`src/rtl/fp_pkg.sv`:
```
// fp_pkg: shared floating-point widths, constants and the sequencer state encoding.
package fp_pkg;
  localparam int FP_EXPONENT = 8;
  localparam int FP_MANTISSA = 23;
  localparam int FP_W = FP_EXPONENT + FP_MANTISSA + 1;
  localparam int FP_BIAS = (1 << (FP_EXPONENT - 1)) - 1;
  localparam logic [FP_W-1:0] POS_ZERO = '0;
  localparam logic [FP_W-1:0] QNAN = {1'b0, {FP_EXPONENT{1'b1}}, 1'b1, {(FP_MANTISSA - 1){1'b0}}};
  localparam logic [FP_EXPONENT-1:0] EXP_MAX = {FP_EXPONENT{1'b1}};
  typedef enum logic [2:0] {S_IDLE, S_ALIGN, S_ADD, S_NORM, S_DONE} state_e;
endpackage

```
`src/rtl/fp_mag_compare.sv`:
```
// fp_mag_compare: orders two IEEE words by magnitude (ties keep a as big) and returns the exponent gap.
module fp_mag_compare
  import fp_pkg::*;
#(
  parameter int EXPONENT = FP_EXPONENT,
  parameter int MANTISSA = FP_MANTISSA,
  localparam int W = EXPONENT + MANTISSA + 1
) (
  input  logic [W-1:0]        a_i,
  input  logic [W-1:0]        b_i,
  output logic [W-1:0]        big_o,
  output logic [W-1:0]        little_o,
  output logic [EXPONENT-1:0] dif_o
);
  logic swap;
  assign swap = b_i[W-2:0] > a_i[W-2:0];
  assign big_o = swap ? b_i : a_i;
  assign little_o = swap ? a_i : b_i;
  assign dif_o = big_o[W-2 -: EXPONENT] - little_o[W-2 -: EXPONENT];
endmodule

```
`src/rtl/fp_sub_seq.sv`:
```
// fp_sub_seq: handshaked sequential a-b with one-bit-per-cycle normalisation and truncation.
// Define FP_SUB_SPECIAL_EN to decode inf/NaN operands at capture and bypass straight to DONE.
module fp_sub_seq
  import fp_pkg::*;
#(
  parameter int EXPONENT = FP_EXPONENT,
  parameter int MANTISSA = FP_MANTISSA,
  localparam int W = EXPONENT + MANTISSA + 1
) (
  input  logic         clk,
  input  logic         rst,
  input  logic         in_valid,
  output logic         in_ready,
  input  logic [W-1:0] a,
  input  logic [W-1:0] b,
  output logic         out_valid,
  input  logic         out_ready,
  output logic [W-1:0] result,
  output logic         busy
);
  localparam logic [EXPONENT:0] EMAX = {1'b0, {EXPONENT{1'b1}}};
  function automatic logic [W-1:0] flush(input logic [W-1:0] x);
    return (x[W-2 -: EXPONENT] == '0) ? {x[W-1], {(W - 1){1'b0}}} : x;
  endfunction
  function automatic logic [MANTISSA+1:0] mant(input logic [W-1:0] x);
    return {1'b0, |x[W-2 -: EXPONENT], x[MANTISSA-1:0]};
  endfunction
  state_e state_q, state_d;
  logic [W-1:0] opa_q, opa_d, opb_q, opb_d, res_q, res_d, big, little;
  logic [EXPONENT-1:0] dif;
  logic [EXPONENT:0] exp_q, exp_d, exp_nx;
  logic [MANTISSA+1:0] big_q, big_d, lit_q, lit_d, sum_q, sum_d, sum_nx;
  logic sign_q, sign_d, vld_q, vld_d;
  fp_mag_compare #(.EXPONENT(EXPONENT), .MANTISSA(MANTISSA)) u_cmp (
    .a_i(opa_q), .b_i(opb_q), .big_o(big), .little_o(little), .dif_o(dif)
  );
  // A carry-out is folded in before the DONE decision so overflow sees the final exponent.
  assign exp_nx = sum_q[MANTISSA+1] ? exp_q + 1'b1 : exp_q;
  assign sum_nx = sum_q[MANTISSA+1] ? sum_q >> 1 : sum_q;
`ifdef FP_SUB_SPECIAL_EN
  logic a_max, b_max, sp_nan;
  assign a_max = &a[W-2 -: EXPONENT];
  assign b_max = &b[W-2 -: EXPONENT];
  assign sp_nan = (a_max && |a[MANTISSA-1:0]) || (b_max && |b[MANTISSA-1:0]) ||
                  (a_max && b_max && a[W-1] == b[W-1]);
`endif
  always_comb begin
    state_d = state_q;
    opa_d = opa_q;
    opb_d = opb_q;
    sign_d = sign_q;
    exp_d = exp_q;
    big_d = big_q;
    lit_d = lit_q;
    sum_d = sum_q;
    vld_d = vld_q;
    res_d = res_q;
    case (state_q)
      S_IDLE: if (in_valid) begin
        opa_d = flush(a);
        opb_d = flush({~b[W-1], b[W-2:0]});
        state_d = S_ALIGN;
`ifdef FP_SUB_SPECIAL_EN
        if (a_max || b_max) begin
          sign_d = sp_nan ? 1'b0 : (a_max ? a[W-1] : ~b[W-1]);
          exp_d = EMAX;
          sum_d = sp_nan ? {2'b0, 1'b1, {(MANTISSA - 1){1'b0}}} : '0;
          state_d = S_DONE;
        end
`endif
      end
      S_ALIGN: begin
        sign_d = big[W-1];
        exp_d = {1'b0, big[W-2 -: EXPONENT]};
        big_d = mant(big);
        lit_d = (int'(dif) > MANTISSA + 1) ? '0 : mant(little) >> dif;
        state_d = S_ADD;
      end
      S_ADD: begin
        sum_d = (big[W-1] == little[W-1]) ? big_q + lit_q : big_q - lit_q;
        state_d = S_NORM;
      end
      S_NORM: if (sum_q == '0) begin
        sign_d = 1'b0;
        exp_d = '0;
        state_d = S_DONE;
      end else if (sum_q[MANTISSA+1] || sum_q[MANTISSA]) begin
        exp_d = (exp_nx >= EMAX) ? EMAX : exp_nx;
        sum_d = (exp_nx >= EMAX) ? '0 : sum_nx;
        state_d = S_DONE;
      end else if (exp_q[EXPONENT:1] == '0) begin
        exp_d = '0;
        sum_d = '0;
        state_d = S_DONE;
      end else begin
        exp_d = exp_q - 1'b1;
        sum_d = sum_q << 1;
      end
      S_DONE: if (!vld_q) begin
        vld_d = 1'b1;
        res_d = {sign_q, exp_q[EXPONENT-1:0], sum_q[MANTISSA-1:0]};
      end else if (out_ready) begin
        vld_d = 1'b0;
        state_d = S_IDLE;
      end
      default: state_d = S_IDLE;
    endcase
  end
  always_ff @(posedge clk) begin
    if (rst) begin
      state_q <= S_IDLE;
      vld_q <= 1'b0;
      res_q <= POS_ZERO;
    end else begin
      state_q <= state_d;
      vld_q <= vld_d;
      res_q <= res_d;
    end
    opa_q <= opa_d;
    opb_q <= opb_d;
    sign_q <= sign_d;
    exp_q <= exp_d;
    big_q <= big_d;
    lit_q <= lit_d;
    sum_q <= sum_d;
  end
  assign in_ready = state_q == S_IDLE;
  assign busy = state_q != S_IDLE;
  assign out_valid = vld_q;
  assign result = res_q;
endmodule

```
`config.mk`:
```
export PLATFORM = sky130hd
export DESIGN_NAME = fp_sub_seq
export DESIGN_NICKNAME = d
export VERILOG_FILES = /design/src/rtl/fp_pkg.sv /design/src/rtl/fp_mag_compare.sv /design/src/rtl/fp_sub_seq.sv
export SDC_FILE = /design/constraint.sdc
export NUM_CORES = 1
export LEC_CHECK = 0
export CAP_MARGIN = 0
export CORE_MARGIN = 10
export CORE_UTILIZATION = 64
export DETAILED_ROUTE_END_ITERATION = 10
export PLACE_DENSITY_LB_ADDON = 0.12
export SLEW_MARGIN = 40
export SYNTH_ARGS = -nofsm -noshare
export SYNTH_HDL_FRONTEND = slang
export SYNTH_SLANG_ARGS = --single-unit
```
`constraint.sdc`:
```
create_clock -name clk -period 7.8 [get_ports clk]
set_input_delay 1.56 -clock clk [delete_from_list [all_inputs] [get_ports clk]]
set_output_delay 1.56 -clock clk [all_outputs]
set_load 0.02 [all_outputs]
```
; ---- After elaboration in Yosys (flattened, before gate mapping)
; Cells that the tools add are included.
; Widths: inputs -> output; s select.
[classes]
n_shift = 1
reduce_logical = 17
n_eq_ne = 12
bitwise_logic = 2
n_mux = 26
magnitude_cmp = 3
n_addsub = 5
[op_table]
columns = cell, n
row1 = $mux 25, 4
row2 = $mux 32, 2
row3 = $pmux 25 s2, 1
row4 = $mux 24, 2
row5 = $mux 9, 5
row6 = $gt 31x31->1, 1
row7 = $add 24x25->25, 1
row8 = $logic_not 25->1, 1
row9 = $shr 24x8->25, 1
row10 = $sub 24x25->25, 1
row11 = $logic_not 8->1, 3
row12 = $mux 3, 6
row13 = $pmux 9 s2, 1
row14 = $reduce_or 8->1, 2
row15 = $pmux 3 s5, 1
row16 = $ne 2x2->1 const B, 5
row17 = $add 9x1->9 const B, 1
row18 = $ge 9x8->1 const B, 1
row19 = $sub 9x1->9 const B, 1
row20 = $gt 8x5->1 const B, 1
row21 = $ne 4x4->1 const B, 2
row22 = $reduce_and 2->1, 4
row23 = $sub 8x8->8, 1
row24 = $eq 3x2->1 const B, 2
row25 = other kinds (12), 16
[totals]
elab_cells = 79
input_bits = 68
out_inout_bits = 35
regBits = 184

; ---- Depth between registers and ports, before layout
; Gate-level depths: netlist of the first run.
[logic_depth]
depth_word = 7
depth_mapped = 23
mapped_depth_nobuf = 18

; ---- Hierarchy
; From an unflattened synthesis of the first run, not the netlist that was laid out.
[unflattened]
cells_unflattened = 1386
area_unflattened_um2 = 12434.4
[by_module_without_submodules]
columns = mod, n_inst, area_per_inst_um2, seq_area_each_um2, cells_each
row1 = fp_sub_seq, 1, 10635.2, 5134.9, 1081
row2 = fp_mag_compare, 1, 1799.2, 0.0, 305

; ---- Worst setup path before layout of the first run
; No wires, ideal clock.
[synth_timing]
path_kind = register to register
start = register opa_q[28]
end = register lit_q[6] (data pin)
path_buffers = 7
setup_time_ns = 0.131
t_required_ns = 7.669
arrival_ns = 4.374
path_stages_with_launch = 21
synth_period_minus_slack_ns = 4.505
slack_ns = 3.295
path_cell_list = edfxtp_1 inv_1 ha_1 buf_2 nand3_1 nand2_2 a221oi_4 nand4_4 nand2_8 buf_12 buf_6 buf_2 nor2_1 a21oi_1 ha_1 clkbuf_1 clkbuf_1 clkbuf_1 mux2_2 a2111oi_2 o31a_1
[synth_between]
elab_chain_cells = 4
word_cells_on_any_way = 7
classes_between = add/sub: 1 / order compare: 2 / shift: 1 / mux: 2 / reduce/logical: 1
[synth_rtl]
columns = element, line_no
row1 = "start, declared", fp_sub_seq.sv:29  ; logic [W-1:0] opa_q, opa_d, opb_q, opb_d, res_q, res_d, big, little;
row2 = "start signal, assigned", fp_sub_seq.sv:119  ; opa_q <= opa_d;
row3 = $gt 31x31->1, fp_mag_compare.sv:16  ; assign swap = b_i[W-2:0] > a_i[W-2:0];
row4 = "$mux 32, on equally long branches", "fp_mag_compare.sv:17, fp_mag_compare.sv:18"
row5 = $sub 8x8->8 / $reduce_or 8->1 (equally long branches), "fp_mag_compare.sv:19, fp_sub_seq.sv:26"
row6 = $shr 24x8->25 / $gt 8x5->1 (equally long branches), fp_sub_seq.sv:76  ; lit_d = (int'(dif) > MANTISSA + 1) ? '0 : mant(little) >> dif;
row7 = "end signal, assigned", fp_sub_seq.sv:124  ; lit_q <= lit_d;
row8 = "end, declared", fp_sub_seq.sv:32  ; logic [MANTISSA+1:0] big_q, big_d, lit_q, lit_d, sum_q, sum_d, sum_nx;
; Several ways; a longest one is shown, not always the timed one.
; A chain may end at the register's enable or synchronous reset.

; ---- Final worst setup path of the first run
[layout_timing]
start = register opa_q[23]
end = register lit_q[1] (data pin)
; Same word-level chain as after synthesis.

==> out/results.ini, run 1 <==
[clock_tree]
cts_root_buffer = clkbuf_16
cts_tree = done
cts_htree_levels = 4
cts_buffers = 17
ctsHoldBuffers = 0
cts_sinks = 183
clockBufferDepth = 2
insertion_delay_ps = 430
cts_setup_buffers = 0
cts_resized = 0
clkTransAtPathRegs_ps = 70

[die]
ios = 103
core_um2 = 18800
row_count = 50
fp.dieW_um = 158
start_util_pct = 65.3
dieArea_um2 = 25100
fp.dieH_um = 158

[finish]
area_delta_synth_final_pct = 12.7
n_antenna_cell = 0
nets = 1446
drive_gt1_share_pct = 7.59

[logic_synthesis]
yosysSeqAreaShare_pct = 41.9
synth_area_um2 = 12200
post-synth-top-count-cell = nand2_1
syn_nets = 1404
synth_cell_types = 93
synth_commonest_cells = nand2_1, edfxtp_1, a21oi_1, nor2_1, clkbuf_1
synth_edf_count = 147
synthFlopType = edfxtp_1
syn_inst = 1276
yosysTopAreaCellShare_pct = 36.0
ys_ff_latch = 183
yosysTopAreaCell = edfxtp_1
async_flop_share_pct = 0
avgSynthCellArea_um2 = 9.60
synth.area.top_cells = edfxtp_1, ha_1, dfxtp_1
yosysWarningCount = 0

[job]
drv_cap = 0

[global_route]
gr-total-overflow = 0
grt_pass1_vias = 9171
antenna_found_initial = 0
grt_usage_pct = 23.8
grt_pass1_wl_mm = 47.6
grt_max_degree = 65

[setup_path]
r2r_slack_ps = 2600
worstPathRequired_ps = 8070
r2r_cells = 18
start_kind = register
crit_path_end_kind = register
reg2reg_to = lit_q[1]
r2r-start = opa_q[23]
cp_max_fo = 63
critPathKind = register to register
arrival_ps = 5470

[timing]
drv_slew = 0
fmaxAchievable_mhz = 192
setup_viol = 0
period_needed_ps = 5200
relSlewSlack_pct = 45.3
setup_tns_ps = 0
tightest_slew_ps = 821
rsz0062_at_grt = no
skew_ps = 10.5
hold_violations = 0
period_share_pct = 66.6
whs_ps = 453

[pwr]
vdd_drop_max_mv = 0.179
cellPowerDensity_nw_per_um2 = 315
leakagePower_nw = 5.08

[routing]
drtAntennaViolNets = 0
drc = 0
firstDrtPassIters = 6
drt-initial-drc-count = 730
finalWirelength_mm = 29.6
viasPerCell = 6.17
routedWlPerCell_um = 18.9
via_count = 9656

[worst_hold_path]
holdPathStages = 2
hp-class = register to register
min_to = result[19]
hold_start = result[19]

[placed_design]
numPortBuffers = 102
place_congestion = 0.930
dp.final_hpwl_mm = 22.6

[status]
status = completed

[per-layer routing]
layer | part of all wire (%) | vias to the layer above | global-route usage, %
li1 | - | 4748 | -
met1 | 42 | 4498 | 30.6
met2 | 48 | 375 | 39.5
met3 | 7.2 | 35 | 5.32
met4 | 1.9 | 0 | 7.06
met5 | 0 | - | 0
[registers in the layout, indices dropped and copies added, names as in the netlist]
register,count
opa_q,32
opb_q,32
result,32
sum_q,25
big_q,24
lit_q,24
exp_q,9
state_q,3
out_valid,1
sign_q,1
[worst max-delay path, stage by stage (launching register included)]
cell and delay [ps]:
edfxtp_1 410, inv_1 80, ha_2 690, nand4_1 230, and4b_1 240, a21oi_1 190
nand2_1 170, nor2_4 130, buf_4 470, nor2_1 80, a21oi_1 190, ha_1 230
a31oi_4 60, a21oi_1 190, a211oi_2 70, a31oi_1 360, nand2_1 520, or3_4 560
a31oi_1 160
[logic make-up (layout without fill, tap and decap cells)]
family / Yosys count / in the layout / share of synthesized area, %
AOI/OAI and AO/OA: 322 / 322 / 17.2
xor gates and xnor gates: 65 / 65 / 4.86
adders and majority gates: 60 / 60 / 6.19
buffers and inverters: 139 / 194 / 4.92
DFF: 183 / 183 / 41.9
muxes: 75 / 75 / 7.17
and+or+nand+nor: 432 / 432 / 17.7
[worst max path at each step]
stage                   start        to  slack (ps)  cells after the start
floorplan           opa_q[28]  lit_q[6]        3290                     20
finish              opa_q[23]  lit_q[1]        2600                     18
global placement    opa_q[23]  lit_q[1]        2560                     18
detailed placement  opa_q[23]  lit_q[1]        2710                     18
CTS                 opa_q[23]  lit_q[1]        2670                     18
global route        opa_q[23]  lit_q[1]        2140                     18
[placed cells by master (no fill, tap or decap), types with 5 or more instances in the layout]
| master | Yosys | final |
|---|---|---|
| nand2b_1 | 17 | 17 |
| inv_1 | 50 | 50 |
| and3_1 | 5 | 5 |
| a22o_1 | 5 | 5 |
| a21oi_1 | 132 | 132 |
| clkdlybuf4s50_1 | 0 | 101 |
| nand2_1 | 157 | 157 |
| buf_4 | 0 | 9 |
| mux2i_1 | 56 | 56 |
| xor2_1 | 35 | 35 |
| or2_2 | 5 | 5 |
| clkbuf_16 | 0 | 18 |
| a221oi_1 | 21 | 21 |
| ha_1 | 59 | 58 |
| mux4_2 | 8 | 8 |
| mux2_2 | 7 | 7 |
| nor2b_1 | 7 | 7 |
| edfxtp_1 | 147 | 147 |
| xnor2_1 | 28 | 28 |
| or3_1 | 8 | 8 |
| a31oi_1 | 9 | 9 |
| a211oi_1 | 12 | 12 |
| nor4_1 | 18 | 18 |
| nand3_1 | 14 | 14 |
| o22ai_1 | 10 | 10 |
| nor3_1 | 25 | 25 |
| dfxtp_1 | 36 | 36 |
| o21ai_0 | 57 | 57 |
| a21o_1 | 12 | 12 |
| nand4_1 | 16 | 16 |
| nor2_1 | 76 | 74 |
| o211ai_1 | 5 | 5 |
| and2_1 | 57 | 54 |
[per-stage QoR]
stage	power, mW	utilization (%)	setup slack, ps	area, um^2	cells
after CTS	4.33	73.5	2670	13800	1565
after detailed placement	3.48	70.5	2710	13200	1533
after floorplan	3.00	-	3290	12200	1276
after global routing	4.64	73.6	2140	13800	1565
after global placement	3.46	70.5	2560	13200	1533
final	4.35	73.6	2600	13800	1565
[cell type report]
type,instances,area (um^2)
clock buffer,25,517
clock inverter,7,53.8
fill,1378,4960
inverter,51,191
multi-input combinational,954,6530
sequential,183,5130
tap,234,293
timing repair buffer,111,1080
[where the power goes]
group          internal (mW)  switching [mW]  total [mW]
logic                  0.848            1.26        2.11
registers               1.28           0.122        1.40
clock network          0.466           0.377       0.843
Power figures use the tool's default switching activity.
==> inputs of run 2 (changes only) <==
- CORE_UTILIZATION: 64 -> 54
- clock period: 7.8 -> 4.75 ns (I/O delays scaled with it)
==> run 2 against run 1 <==
Net effect: via count fell by 1.2%; clock skew is 4.7 ps higher; die area is 16% higher; largest power group unchanged; fmax grew 17%; worst setup slack got worse by 2300 ps; routed wire length decreased by 0.19%; sequential power grew 64%; critical path depth shrank 2; core utilization is 11 points lower; hold slack worse by 1.4 ps; first-iteration DRC count grew 7.7%; critical endpoint is now lit_q[5].
==> out/results.ini, run 2 (synthesized netlist as in run 1, its figures left out) <==
[pwr]
leakagePower_nw = 5.21  ; was 5.08 nW
vdd_drop_max_mv = 0.261  ; was 0.179 mV
cellInternalPower_mw = 4.49  ; was 2.60 mW
comb_power_share_pct = 48.0  ; was 48.4%
switchingPower_mw = 2.91  ; was 1.76 mW
cellPowerDensity_nw_per_um2 = 525  ; was 315 nW/um^2
p_seq_share_pct = 31.1  ; was 32.2%
clockPowerShare_pct = 20.9  ; was 19.4%
swShare_pct = 39.3  ; was 40.4%

[setup_path]
r2r_cells = 16  ; was 18
worstSetupStartpoint = opb_q[29]  ; was opa_q[23]
crit_path_end = lit_q[5]  ; was lit_q[1]
worstPathRequired_ps = 5040  ; was 8070 ps
r2r-start = opb_q[29]  ; was opa_q[23]
critPathKind = register to register  ; unchanged
arrival_ps = 4740  ; was 5470 ps
cp_max_fo = 17  ; was 63
crit_path_end_kind = register  ; unchanged
reg2reg_to = lit_q[5]  ; was lit_q[1]
start_kind = register  ; unchanged
r2r_slack_ps = 290  ; was 2600 ps

[timing]
fmaxAchievable_mhz = 224  ; was 192 MHz
tightest_slew_ps = 671  ; was 821 ps
skew_ps = 15.2  ; was 10.5 ps
setup_viol = 0  ; unchanged
hold_violations = 0  ; unchanged
whs_ps = 451  ; was 453 ps
relSlewSlack_pct = 55.0  ; was 45.3%
period_needed_ps = 4460  ; was 5200 ps
period_share_pct = 93.8  ; was 66.6%
drv_slew = 0  ; unchanged
setup_tns_ps = 0  ; unchanged
rsz0062_at_grt = no  ; unchanged

[clock_tree]
cts_root_buffer = clkbuf_16  ; unchanged
clockBufferDepth = 2  ; unchanged
cts_buffers = 17  ; unchanged
ctsHoldBuffers = 0  ; unchanged
cts_tree = done  ; unchanged
cts_htree_levels = 4  ; unchanged
clkTransAtPathRegs_ps = 70  ; about the same
cts_sinks = 183  ; unchanged
insertion_delay_ps = 440  ; was 430 ps

[routing]
routedWlPerCell_um = 18.1  ; was 18.9 um
drtAntennaViolNets = 0  ; unchanged
drt-initial-drc-count = 786  ; was 730
via_count = 9539  ; was 9,656
firstDrtPassIters = 5  ; was 6
viasPerCell = 5.83  ; was 6.17
drc = 0  ; unchanged
finalWirelength_mm = 29.5  ; was 29.6 mm

[finish]
num-fill-cells = 1908  ; was 1,378
drive_gt1_share_pct = 9.19  ; was 7.59%
layout_commonest_cell = nand2_1  ; unchanged
multiInputGateArea_um2 = 6540  ; was 6530 um^2
area_delta_synth_final_pct = 15.2  ; was 12.7%
seq_area_um2 = 5130  ; unchanged
n_antenna_cell = 0  ; unchanged
nets = 1465  ; was 1,446
final_cell_mix = nand2_1, edfxtp_1, a21oi_1  ; unchanged
final_area_um2 = 14100  ; was 13,800 um^2

[placed_design]
numPortBuffers = 102  ; unchanged
place_congestion = 0.966  ; was 0.930
dp.final_hpwl_mm = 22.7  ; was 22.6 mm
placed_area_um2 = 13400  ; was 13,200 um^2

[global_route]
gr-total-overflow = 0  ; unchanged
grt_pass1_wl_mm = 47.7  ; was 47.6 mm
grt_max_degree = 65  ; unchanged
grt_pass1_vias = 9224  ; was 9,171
grt_usage_pct = 20.4  ; was 23.8%
antenna_found_initial = 0  ; unchanged

[die]
start_util_pct = 54.4  ; was 65.3%
fp.dieH_um = 171  ; was 158 um
fp.dieW_um = 171  ; was 158 um
core_um2 = 22500  ; was 18,800 um^2
dieArea_um2 = 29100  ; was 25,100 um^2
row_count = 55  ; was 50
ios = 103  ; unchanged

[status]
status = completed  ; unchanged

[worst_hold_path]
hold_start = result[11]  ; was result[19]
hp-class = register to register  ; unchanged

[job]
drv_cap = 0  ; unchanged

-- run 2: cell types whose count changed in the layout (fill, tap and decap cells not counted), moves of 2 or more --
cell / delta
clkinv_4: +2
inv_6: +2
buf_12: +2
clkbuf_1: -3
clkbuf_8: -4
buf_4: +17
inv_4: -2
bufinv_16: +4
-- run 2: worst min-delay path by stage --
stage | cells past startpoint | slack [ps] | to
finish | 2 | 450 | result[11]
detailed placement | 2 | 450 | result[11]
floorplan | 2 | 470 | result[31]
global placement | 2 | 440 | result[5]
global route | 2 | 470 | result[18]
CTS | 2 | 460 | result[11]
-- run 2: timing repair --
| action | 4_1_cts | 5_1_grt |
|---|---|---|
| setup buffers | 0 | 4 |
| endpoints found under the setup margin | 0 | 3 |
| resized for setup | 0 | 4 |
-- run 2: power by group through the flow --
stage	Combinational [mW]	Clock (mW)	Sequential, mW
2_1_floorplan	2.65	0	2.28
3_3_place_gp	3.41	0	2.33
3_5_place_dp	3.44	0	2.34
4_1_cts	3.47	1.57	2.30
5_1_grt	3.91	1.64	2.33
6_report	3.56	1.55	2.30
-- run 2: per-layer routing --
metal	vias up	wire length [um]	global-route usage, %	share of wire [%]
met1	4423	13100	25.7	44
met2	288	14000	33.7	47
met4	0	620	6.33	2.1
met5	-	0	0	0
met3	46	1750	4.84	5.9
li1	4782	-	-	-
-- run 2: critical path: stages (launching register included) --
cell,delay [ps]
edfxtp_1,460
ha_1,460
a21oi_4,250
nand2_2,90
a221oi_4,350
nand4_4,230
nand2_8,190
nor2_1,80
a21oi_1,140
ha_1,210
a31oi_4,60
a21oi_1,190
a211oi_2,70
a31oi_1,360
nand2_1,420
nor3_1,480
a22o_1,250
-- run 2: final cells by class --
cell class	instances	area share, %
repair buffers	130	8.87
flip-flops and latches	183	36.4
clock buffers	17	3.01
multi-input cells	954	46.3
well taps	285	2.53
clock inverters	15	1.51
inverters	51	1.36
-- run 2: through the flow --
stage | cells | power, mW | util (%) | setup WS [ps]
global route | 1635 | 7.89 | 62.7 | 4.40
global placement | 1598 | 5.74 | 59.5 | 346
floorplan | 1276 | 4.93 | - | 245
CTS | 1630 | 7.34 | 62.4 | 214
detailed placement | 1598 | 5.77 | 59.5 | 226
finish | 1635 | 7.41 | 62.7 | 295
==> inputs of run 3 (changes only) <==
- CORE_UTILIZATION: 54 -> 55
- SETUP_SLACK_MARGIN: unset -> 0.3
- clock period: 4.75 -> 5 ns (I/O delays scaled with it)
==> run 3 against run 2 <==
Net effect: sequential cell count did not move; cell count fell by 0.43%; clock skew rose by 0.91 ps; highest routed layer unchanged; fmax barely moved.
==> out/results.ini, run 3 (synthesized netlist as in run 1, its figures left out) <==
[pwr]
vdd_drop_max_mv = 0.216  ; was 0.261 mV
cellPowerDensity_nw_per_um2 = 490  ; was 525 nW/um^2
leakagePower_nw = 5.16  ; was 5.21 nW

[setup_path]
cp_max_fo = 17  ; unchanged
crit_path_end_kind = register  ; unchanged
crit_slowest_cell = ha_1  ; was nor3_1
start_kind = register  ; unchanged
arrival_ps = 4680  ; was 4740 ps
worstPathRequired_ps = 5220  ; was 5040 ps
critPathKind = register to register  ; unchanged
path_cells = ha_1 -> nand4_1 -> and4b_1 -> a21oi_1 -> and2_4 -> nand2_8 -> nor2_1 -> a21oi_1 -> ha_1 -> buf_4 -> mux4_2 -> a22oi_1 -> nand4_1 -> a21oi_1  ; was ha_1 -> a21oi_4 -> nand2_2 -> a221oi_4 -> nand4_4 -> nand2_8 -> nor2_1 -> a21oi_1 -> ha_1 -> a31oi_4 -> a21oi_1 -> a211oi_2 -> a31oi_1 -> nand2_1 -> nor3_1 -> a22o_1
crit_top_cell = a21oi_1
critical-path-max-stage-delay_ps = 600  ; was 480 ps

[clock_tree]
cts_htree_levels = 4  ; unchanged
clkTransAtPathRegs_ps = 80  ; was 70 ps
cts_tree = done  ; unchanged
clockBufferDepth = 2  ; unchanged
cts_root_buffer = clkbuf_16  ; unchanged
insertion_delay_ps = 440  ; about the same
cts_buffers = 17  ; unchanged
cts_sinks = 183  ; unchanged

[routing]
drc = 0  ; unchanged
routedWlPerCell_um = 18.4  ; was 18.1 um
via_count = 9583  ; was 9,539
drt-initial-drc-count = 766  ; was 786
firstDrtPassIters = 5  ; unchanged
drtAntennaViolNets = 0  ; unchanged
viasPerCell = 5.89  ; was 5.83
finalWirelength_mm = 29.9  ; was 29.5 mm

[timing]
period_share_pct = 89.1  ; was 93.8%
relSlewSlack_pct = 48.1  ; was 55.0%
whs_ps = 454  ; was 451 ps
setup_tns_ps = 0  ; unchanged
setup_ws_ps = 544  ; was 295 ps
skew_ps = 16.1  ; was 15.2 ps
period_needed_ps = 4460  ; about the same
drv_slew = 0  ; unchanged
fmaxAchievable_mhz = 224  ; about the same
tightest_slew_ps = 773  ; was 671 ps
setup_viol = 0  ; unchanged
hold_violations = 0  ; unchanged
rsz0062_at_grt = yes  ; was no

[placed_design]
dp.final_hpwl_mm = 23.0  ; was 22.7 mm
dpl_worst_slack_ps = 385  ; was 226 ps
numPortBuffers = 102  ; unchanged
place_congestion = 0.962  ; was 0.966

[die]
ios = 103  ; unchanged
dieArea_um2 = 28600  ; was 29,100 um^2
fp.dieH_um = 169  ; was 171 um
start_util_pct = 55.9  ; was 54.4%
row_count = 54  ; was 55
fp.dieW_um = 169  ; was 171 um
core_um2 = 21900  ; was 22,500 um^2

[finish]
multiInputGateArea_um2 = 6540  ; about the same
final_util_pct = 64.0  ; was 62.7%
area_delta_synth_final_pct = 14.4  ; was 15.2%
n_antenna_cell = 0  ; unchanged
num-fill-cells = 1819  ; was 1,908
layout_commonest_cell = nand2_1  ; unchanged
final_cell_mix = nand2_1, edfxtp_1, a21oi_1  ; unchanged
nets = 1463  ; was 1,465
seq_area_um2 = 5130  ; unchanged
drive_gt1_share_pct = 9.20  ; was 9.19%

[worst_hold_path]
hp-class = register to register  ; unchanged

[status]
status = completed  ; unchanged

[global_route]
grt_pass1_wl_mm = 48.2  ; was 47.7 mm
grt_usage_pct = 20.5  ; was 20.4%
grt_pass1_vias = 9239  ; was 9,224
grt_max_degree = 65  ; unchanged
antenna_found_initial = 0  ; unchanged
gr-total-overflow = 0  ; unchanged

[job]
drv_cap = 0  ; unchanged

-- run 3: per-stage QoR --
step	area [um^2]	total power, mW	std cells
2_1_floorplan	12200	4.68	1276
3_3_place_gp	13400	5.45	1588
3_5_place_dp	13400	5.47	1588
5_1_grt	14000	7.30	1628
6_report	14000	6.87	1628
4_1_cts	13900	6.78	1620
-- run 3: final timing paths --
check / startpoint / end / slack (ps) / depth (start not counted)
hold reg to reg: result[28] / result[28] / 450 / 2
setup / recovery: opb_q[26] / lit_q[9] / 540 / 14
hold / removal: result[28] / result[28] / 450 / 2
setup reg to reg: opb_q[26] / lit_q[9] / 540 / 14
-- run 3: metal layers --
| layer | up-vias | track usage (%) | part of all wire [%] | wire length (um) |
|---|---|---|---|---|
| li1 | 4789 | - | - | - |
| met1 | 4432 | 27.1 | 46 | 13700 |
| met2 | 317 | 33.2 | 46 | 13900 |
| met3 | 45 | 3.64 | 5.3 | 1600 |
| met4 | 0 | 7.32 | 2.5 | 762 |
| met5 | - | 0 | 0 | 0 |
-- run 3: final cells by class --
type	instances	area share, %
multi-input combinational	954	46.7
sequential	183	36.7
timing repair buffer	128	8.74
clock buffer	17	3.04
tap	280	2.50
inverter	51	1.37
clock inverter	15	0.991
-- run 3: timing repair --
action / CTS / global route
resized for setup: 0 / 4
buffers inserted: 0 / 7
hold endpoints to repair: 0 / 0
hold buffers: 0 / 0
setup endpoints to repair: 0 / 12
-- run 3: where the power goes --
part,internal (mW),leakage [nW],switching (mW)
logic,1.41,3.21,1.97
clock network,0.659,0.271,0.640
registers,2.00,1.67,0.191
-- run 3: worst max-delay path: cells and delay by family (launching register included) --
family          cells  cell delay [ps]
fa+ha+maj           2             1130
flops               1              450
compound gates      4              920
mux                 1              370
buf+inv             1              320
simple gates        6             1030
